**src/rtl/jogo_sequencia_param.sv**
```systemverilog
// Parametrised memory-sequence game core: progressive rounds replaying ROM entries 1 << (i % N).
// Optional per-jogada timer is compiled in when the JOGO_TIMEOUT_EN macro is defined.
module jogo_sequencia_param #(
  parameter int unsigned N       = 4,
  parameter int unsigned DEPTH   = 16,
  parameter int unsigned TIMEOUT = 3000
) (
  input  logic                     clock,
  input  logic                     reset,
  input  logic                     iniciar,
  input  logic [N-1:0]             chaves,
  output logic                     acertou,
  output logic                     errou,
  output logic                     timeout,
  output logic                     pronto,
  output logic [N-1:0]             leds,
  output logic [$clog2(DEPTH)-1:0] db_rodada,
  output logic [$clog2(DEPTH)-1:0] db_contagem,
  output logic [3:0]               db_estado,
  output logic                     db_tem_jogada
);

  localparam int unsigned CW = $clog2(DEPTH);

  if (N < 1 || DEPTH < 2 || TIMEOUT < 2) begin : g_param_check
    $error("jogo_sequencia_param: needs N >= 1, DEPTH >= 2, TIMEOUT >= 2");
  end

  typedef enum logic [3:0] {
    S_INICIAL     = 4'h0,
    S_PREPARACAO  = 4'h1,
    S_ESPERA      = 4'h2,
    S_REGISTRA    = 4'h3,
    S_COMPARA     = 4'h4,
    S_PROX_JOGADA = 4'h5,
    S_PROX_RODADA = 4'h6,
    S_FIM_ACERTO  = 4'hA,
    S_FIM_ERRO    = 4'hE,
    S_FIM_TIMEOUT = 4'hF
  } estado_t;

  estado_t        estado_q, estado_d;
  logic [CW-1:0]  rodada_q, rodada_d;
  logic [CW-1:0]  contagem_q, contagem_d;
  logic [N-1:0]   jogada_q, jogada_d;
  logic           prev_q, prev_d;
  logic           tem_jogada_q, tem_jogada_d;
  logic           acertou_q, acertou_d;
  logic           errou_q, errou_d;
  logic           pronto_q, pronto_d;
  logic           tem_jogada_c;
  logic           match_c;
  logic           ultima_c;
  logic           fim_seq_c;

  // Sequence ROM: one-hot entry cycling through the N buttons.
  function automatic logic [N-1:0] rom_entry(input logic [CW-1:0] idx);
    return N'(1) << (idx % N);
  endfunction

  assign tem_jogada_c = (|chaves) & ~prev_q;
  assign match_c      = (jogada_q == rom_entry(contagem_q));
  assign ultima_c     = (contagem_q == rodada_q);
  assign fim_seq_c    = (rodada_q == CW'(DEPTH - 1));

`ifdef JOGO_TIMEOUT_EN
  localparam int unsigned TW = $clog2(TIMEOUT);

  logic [TW-1:0] timer_q, timer_d;
  logic          timeout_q, timeout_d;
  logic          expirou_c;

  assign expirou_c = (timer_q == TW'(TIMEOUT - 1));
  assign timeout   = timeout_q;
`else
  assign timeout   = 1'b0;
`endif

  // Next-state, datapath and registered-output computation.
  always_comb begin
    estado_d     = estado_q;
    rodada_d     = rodada_q;
    contagem_d   = contagem_q;
    jogada_d     = jogada_q;
    prev_d       = |chaves;
    tem_jogada_d = tem_jogada_c;

    case (estado_q)
      S_INICIAL: begin
        if (iniciar) estado_d = S_PREPARACAO;
      end
      S_PREPARACAO: begin
        rodada_d   = '0;
        contagem_d = '0;
        jogada_d   = '0;
        estado_d   = S_ESPERA;
      end
      S_ESPERA: begin
        if (tem_jogada_c) begin
          jogada_d = chaves;
          estado_d = S_REGISTRA;
        end
`ifdef JOGO_TIMEOUT_EN
        else if (expirou_c) begin
          estado_d = S_FIM_TIMEOUT;
        end
`endif
      end
      S_REGISTRA: estado_d = S_COMPARA;
      S_COMPARA: begin
        if (!match_c)       estado_d = S_FIM_ERRO;
        else if (!ultima_c) estado_d = S_PROX_JOGADA;
        else if (fim_seq_c) estado_d = S_FIM_ACERTO;
        else                estado_d = S_PROX_RODADA;
      end
      S_PROX_JOGADA: begin
        contagem_d = contagem_q + CW'(1);
        estado_d   = S_ESPERA;
      end
      S_PROX_RODADA: begin
        rodada_d   = rodada_q + CW'(1);
        contagem_d = '0;
        estado_d   = S_ESPERA;
      end
      S_FIM_ACERTO, S_FIM_ERRO, S_FIM_TIMEOUT: begin
        if (iniciar) estado_d = S_PREPARACAO;
      end
      default: estado_d = S_INICIAL;
    endcase

    acertou_d = (estado_d == S_FIM_ACERTO);
    errou_d   = (estado_d == S_FIM_ERRO);
    pronto_d  = (estado_d == S_FIM_ACERTO) || (estado_d == S_FIM_ERRO) ||
                (estado_d == S_FIM_TIMEOUT);

`ifdef JOGO_TIMEOUT_EN
    // Timer restarts on every entry to espera and only runs while waiting.
    timer_d   = (estado_q == S_ESPERA) ? timer_q + TW'(1) : '0;
    timeout_d = (estado_d == S_FIM_TIMEOUT);
`endif
  end

  always_ff @(posedge clock) begin
    if (reset) begin
      estado_q     <= S_INICIAL;
      rodada_q     <= '0;
      contagem_q   <= '0;
      jogada_q     <= '0;
      prev_q       <= 1'b0;
      tem_jogada_q <= 1'b0;
      acertou_q    <= 1'b0;
      errou_q      <= 1'b0;
      pronto_q     <= 1'b0;
`ifdef JOGO_TIMEOUT_EN
      timer_q      <= '0;
      timeout_q    <= 1'b0;
`endif
    end else begin
      estado_q     <= estado_d;
      rodada_q     <= rodada_d;
      contagem_q   <= contagem_d;
      jogada_q     <= jogada_d;
      prev_q       <= prev_d;
      tem_jogada_q <= tem_jogada_d;
      acertou_q    <= acertou_d;
      errou_q      <= errou_d;
      pronto_q     <= pronto_d;
`ifdef JOGO_TIMEOUT_EN
      timer_q      <= timer_d;
      timeout_q    <= timeout_d;
`endif
    end
  end

  assign acertou       = acertou_q;
  assign errou         = errou_q;
  assign pronto        = pronto_q;
  assign leds          = jogada_q;
  assign db_rodada     = rodada_q;
  assign db_contagem   = contagem_q;
  assign db_estado     = estado_q;
  assign db_tem_jogada = tem_jogada_q;

endmodule

```
**config.mk**
```make
export PLATFORM = sky130hd
export DESIGN_NAME = jogo_sequencia_param
export DESIGN_NICKNAME = d
export VERILOG_FILES = /design/src/rtl/jogo_sequencia_param.sv
export SDC_FILE = /design/constraint.sdc
export NUM_CORES = 1
export LEC_CHECK = 0
export BUFFER_PORTS_ARGS = -buffer_cell sky130_fd_sc_hd__buf_2
export CORE_MARGIN = 2
export CORE_UTILIZATION = 53
export CTS_CLUSTER_SIZE = 20
export DETAILED_ROUTE_END_ITERATION = 8
export GPL_TIMING_DRIVEN = 0
export PLACE_DENSITY = 0.79
export SKIP_LAST_GASP = 1
export SLEW_MARGIN = 40
export SYNTH_ARGS = -nofsm -noshare
export SYNTH_HDL_FRONTEND = slang
export SYNTH_SLANG_ARGS = --single-unit
```
**constraint.sdc**
```tcl
create_clock -name clock -period 2.3 [get_ports clock]
set_clock_uncertainty 0.05 [all_clocks]
set_input_delay 0.345 -clock clock [delete_from_list [all_inputs] [get_ports clock]]
set_output_delay 0.345 -clock clock [all_outputs]
set_load 0.05 [all_outputs]
```
# Yosys cells after proc, flatten, opt, wreduce, memory -nomap -nowiden
# Index checks and enable logic that the tools add are counted.
# Widths: inputs -> output; s select.
dict set report word_totals {
  register_bits 21
  latchBits 0
  mem_bits_rw 0
  rom_bits 0
  output_inout_bits 21
  mem_count 0
}
dict set report op_classes {
  n_addsub 2
  multipliers 0
  div_mod_pow 0
  n_lt_le_gt_ge 0
  n_eq_ne 16
  shifts 1
  muxes 10
  bitwise_logic 2
  n_reduce_logical 11
}
# operator count
set op_table {}
lappend op_table {{$eq 4x4->1 const B} 7}
lappend op_table {{$mux 4} 6}
lappend op_table {{$pmux 4 s2} 3}
lappend op_table {{$pmux 4 s5} 1}
lappend op_table {{$eq 4x3->1 const B} 3}
lappend op_table {{$add 4x1->4 const B} 2}
lappend op_table {{$eq 4x2->1 const B} 2}
lappend op_table {{$eq 4x4->1} 2}
lappend op_table {{$reduce_or 4->1} 2}
lappend op_table {{$reduce_bool 2->1} 3}
lappend op_table {{$eq 4x1->1 const B} 1}
lappend op_table {{$logic_not 4->1} 1}
lappend op_table {{$shl 1x2->4 const A} 1}
lappend op_table {{$reduce_or 3->1} 1}
lappend op_table {{$logic_or 1x1->1} 2}
lappend op_table {{$ne 2x2->1 const B} 1}
lappend op_table {{$reduce_and 2->1} 1}
lappend op_table {{$reduce_or 2->1} 1}
lappend op_table {{$and 1x1->1} 1}
lappend op_table {{$not 1->1} 1}

# Longest topological paths before layout
dict set report logic_depth {
  ltp_word 8
  mapped_depth 7
  depth_no_buf 7
}

# Least setup slack after synthesis
# No wires, ideal clock.
dict set report synth_path {
  kind {reg-to-reg}
  startpoint {register contagem_q[0] (netlist: db_contagem[0])}
  endpoint {register errou_q (netlist: errou)}
  setup_ns 0.117
  arrival_ns 2.068
  required_time_ns 2.133
  path_slack_ns 0.065
  path_stages_with_launch 8
  path_buffers 0
  path_cell_list {dfxtp_1 inv_1 ha_1 xor2_1 nor4_2 nand4_1 o211a_1 and4b_1}
}
dict set report synth_between {
  elab_chain_cells 5
  word_cells_on_any_way 7
  classes_between {eq/ne: 3; shift: 1; mux: 3}
}
# element line_no
set synth_rtl {}
lappend synth_rtl {{start: declaration} 44} ;# logic [CW-1:0] contagem_q, contagem_d;
lappend synth_rtl {{start signal: assignment} 161} ;# contagem_q <= contagem_d;
lappend synth_rtl {{$eq 4x4->1 / $shl 1x2->4 (equally long branches)} {63, 58}}
lappend synth_rtl {{$mux 4 / $eq 4x4->1 (equally long branches)} {112, 62}}
lappend synth_rtl {{$mux 4 (*)} 111} ;# if (!match_c) estado_d = S_FIM_ERRO;
lappend synth_rtl {{$pmux 4 s5 (*)} 88} ;# case (estado_q)
lappend synth_rtl {{$eq 4x4->1 (*)} 132} ;# errou_d = (estado_d == S_FIM_ERRO);
lappend synth_rtl {{end signal: assignment} 166} ;# errou_q <= errou_d;
lappend synth_rtl {{end: declaration} 49} ;# logic errou_q, errou_d;
# Mark *: on every way between the ends. The rest lies on a longest branch, timed or not.
# A chain may end at the register's enable or synchronous reset.

# Worst setup path after layout
dict set report layout_path {
  startpoint {register contagem_q[0] (netlist: db_contagem[0])}
  endpoint {register estado_q[0] (netlist: db_estado[0])}
}
dict set report layout_between {
  elab_chain_cells 4
  word_cells_on_any_way 6
  classes_between {eq/ne: 2; shift: 1; mux: 3}
}
# element line_no
set layout_rtl {}
lappend layout_rtl {{$eq 4x4->1 / $shl 1x2->4 (equally long branches)} {63, 58}}
lappend layout_rtl {{$mux 4 / $eq 4x4->1 (equally long branches)} {112, 62}}
lappend layout_rtl {{$mux 4 (*)} 111}
lappend layout_rtl {{$pmux 4 s5 (*)} 88}
lappend layout_rtl {{end signal: assignment} 159} ;# estado_q <= estado_d;
lappend layout_rtl {{end: declaration} 42} ;# estado_t estado_q, estado_d;
# Marks and branches as above.

==> flow_summary.yaml <==
detailed_routing:
  antenna_left: 0
  wirelength_um: 2790
  drcViolationCount: 0
  via_per_inst: 5.64
  dr.pass1.iters: 4
  drt_iter0_markers: 32
  num_vias: 1117
  routedWlPerCell_um: 14.1
clocking:
  clk_pin_slew_worst_paths_ps: 110
  hold_buffers: 0
  h-tree-depth: 1
  post_cts_resized: 0
  clock_sink_count: 21
  clock_tree.buffer_depth: 2
  insertion_delay_ps: 300
  cts-root-buf: "clkbuf_4"
  cts_buffers: 3
  cts_tree: "done"
synthesis:
  synth_edf_count: 0
  synth.most_common_cell: "dfxtp_1"
  ys_top_cells_by_count: "dfxtp_1 (21), nor2_1 (19), nand2_1 (10)"
  synth.avg_cell_area_um2: 8.79
  ys_seq_elements: 21
  postSynthCellCount: 140
  synth-seq-area-share_pct: 34.1
  synthTopCellsByArea: "dfxtp_1 (34%), nor2_1 (5.8%), ha_1 (5.1%), xor2_1 (4.3%), mux2i_1 (4.1%)"
  yosys_warnings: 0
  synth_cell_type_count: 44
  synthArstFlopShare_pct: 0
  synth_top_area_share_pct: 34.1
  yosys.area.top_type: "dfxtp_1"
  synth_ff_type: "dfxtp_1"
  synth_fp_nets: 152
  synth_area_um2: 1230
timing:
  hold_viol: 0
  tns_ps: 0
  setup_ws_ps: 179
  setup_viol: 0
  maxSlewViolCount: 0
  achievable-frequency_mhz: 471
  layout_worst_path_cycle_share_pct: 92.2
  rsz0062_at_grt: "false"
  fin_crit_ps: 2120
critical_path:
  path_cells: "inv_1 -> ha_1 -> xor2_1 -> nor4_2 -> nand4_1 -> o211a_1 -> a2111oi_2"
  arrival_ps: 2290
  worstRegToRegCells: 7
  worstPathMaxFanout: 7
  critPathCaptureType: "flip-flop"
  critPathLaunchType: "flip-flop"
  critPathMaxStageDelay_ps: 490
  timing.rr.end: "db_estado[0]"
  crit_type: "flip-flop to flip-flop"
  cp.required_ps: 2470
  critPathSlowestCell: "dfxtp_1"
  reg2reg_slack_ps: 180
  r2r_start: "db_contagem[0]"
power_and_ir_drop:
  p_per_area_nw_per_um2: 512
  ir_drop_mv: 0.358
  p_leak_nw: 0.690
grt:
  grt_overflow: 0
  grt_pass1_vias: 1026
  grt_start_max_net_pins: 12
  grtUsageTotal_pct: 23.3
  antenna_found_initial: 0
  grt_first_pass_wirelength_um: 4690
floorplan:
  die_h_um: 52.2
  row_count: 17
  core_um2: 2210
  die-area_um2: 2720
  ios: 28
  start_util_pct: 55.7
  die_w_um: 52.2
flow_run:
  maxCapViolations: 0
placed_design:
  place.gp.congestion: 0.867
  port_buffers: 26
  pre_cts_slack_ps: 214
  dp_hpwl_um: 2110
min_path:
  min_to: "prev_q"
  hold_class: "primary input to flip-flop"
  hp-start: "chaves[2]"
  holdPathStages: 3
cells_and_area:
  drive_gt1_share_pct: 23.5
  syn_to_final_growth_pct: 15.5
  fin_nets: 183
  fillers: 196
  diodes: 0
outcome:
  outcome: "complete, no violations"
state kept, by name, indices dropped and copies added (netlist names):
signal and flops:
db_estado 4, leds 4, acertou 1, db_rodada 4, db_tem_jogada 1, db_contagem 4
pronto 1, prev_q 1, errou 1
cell usage in the layout, fill, tap and decap left out, drive strengths merged, types with 2 or more instances in the layout:
| cell | count |
|---|---|
| a21o | 3 |
| a21oi | 6 |
| a22o | 2 |
| and3 | 4 |
| buf | 29 |
| clkbuf | 8 |
| dfxtp | 21 |
| ha | 5 |
| inv | 4 |
| mux2i | 5 |
| nand2 | 10 |
| nand2b | 5 |
| nand4 | 5 |
| nor2 | 19 |
| nor2b | 4 |
| nor3 | 3 |
| nor4 | 2 |
| nor4b | 2 |
| o211a | 2 |
| o21ai | 2 |
| xnor2 | 5 |
| xor2 | 6 |
layout make-up:
cell class / instances / area (um^2) / share of cell area [%]
sequential: 21 / 420 / 29.6
tap: 28 / 35.0 / 2.46
buffer: 7 / 31.3 / 2.20
timing repair buffer: 26 / 130 / 9.15
inverter: 4 / 15.0 / 1.06
multi-input combinational: 108 / 764 / 53.7
clock buffer: 4 / 26.3 / 1.85
critical path: cells and delay by family (launching register included):
family / cells / cell delay, ps
buffers and inverters: 1 / 110
xor gates and xnor gates: 1 / 160
DFF: 1 / 490
and+or+nand+nor: 2 / 630
AOI/OAI and AO/OA: 2 / 380
adders and majority gates: 1 / 220
cell families (layout without fill, tap and decap cells):
family	after synthesis	in the layout	share of synthesized area (%)
buffers and inverters	11	41	3.76
AO/OA/AOI/OAI	25	25	16.0
multiplexers	6	6	4.98
adder cells (fa/ha/maj)	5	5	5.08
XOR/XNOR	11	11	7.83
AND/OR/NAND/NOR	60	60	27.9
flip-flops	21	21	34.1
other	1	1	0.305
metrics by stage:
step / hold slack [ps] / cell area, um^2 / cells / util (%) / power [mW]
finish: 230 / 1420 / 198 / 64.3 / 0.729
global placement: 413 / 1400 / 194 / 63.1 / 0.552
floorplan: 371 / 1230 / 140 / - / 0.516
CTS: 225 / 1420 / 198 / 64.3 / 0.733
global route: 215 / 1420 / 198 / 64.3 / 0.767
detailed placement: 407 / 1400 / 194 / 63.1 / 0.555
per-layer routing:
layer | wire length [um] | GRT usage [%] | part of all wire [%]
met1 | 1220 | 31.1 | 44
met4 | 47 | 8.97 | 1.7
met5 | 0 | 0 | 0
met2 | 1350 | 38.6 | 48
met3 | 170 | 2.57 | 6.1
worst max-delay path by stage:
stage	endpoint	start	slack (ps)	cells past startpoint
2_1_floorplan	errou	db_contagem[0]	70	7
3_3_place_gp	errou	db_contagem[0]	250	7
3_5_place_dp	db_estado[0]	db_contagem[0]	210	7
4_1_cts	db_estado[0]	db_contagem[0]	160	7
5_1_grt	db_estado[0]	db_contagem[0]	20	7
6_report	db_estado[0]	db_contagem[0]	180	7
where the power goes:
group | internal [mW] | leakage, nW | switching, mW | total [mW]
registers | 0.373 | 0.170 | 0.00565 | 0.379
clock network | 0.0678 | 0.0150 | 0.111 | 0.179
logic | 0.0564 | 0.504 | 0.114 | 0.171
what timing repair did:
action	in CTS	in global routing
endpoints found under the setup margin	0	1
buffers inserted	0	0
endpoints found under the hold margin	0	0
No activity file was read; power rests on OpenSTA's default activity.
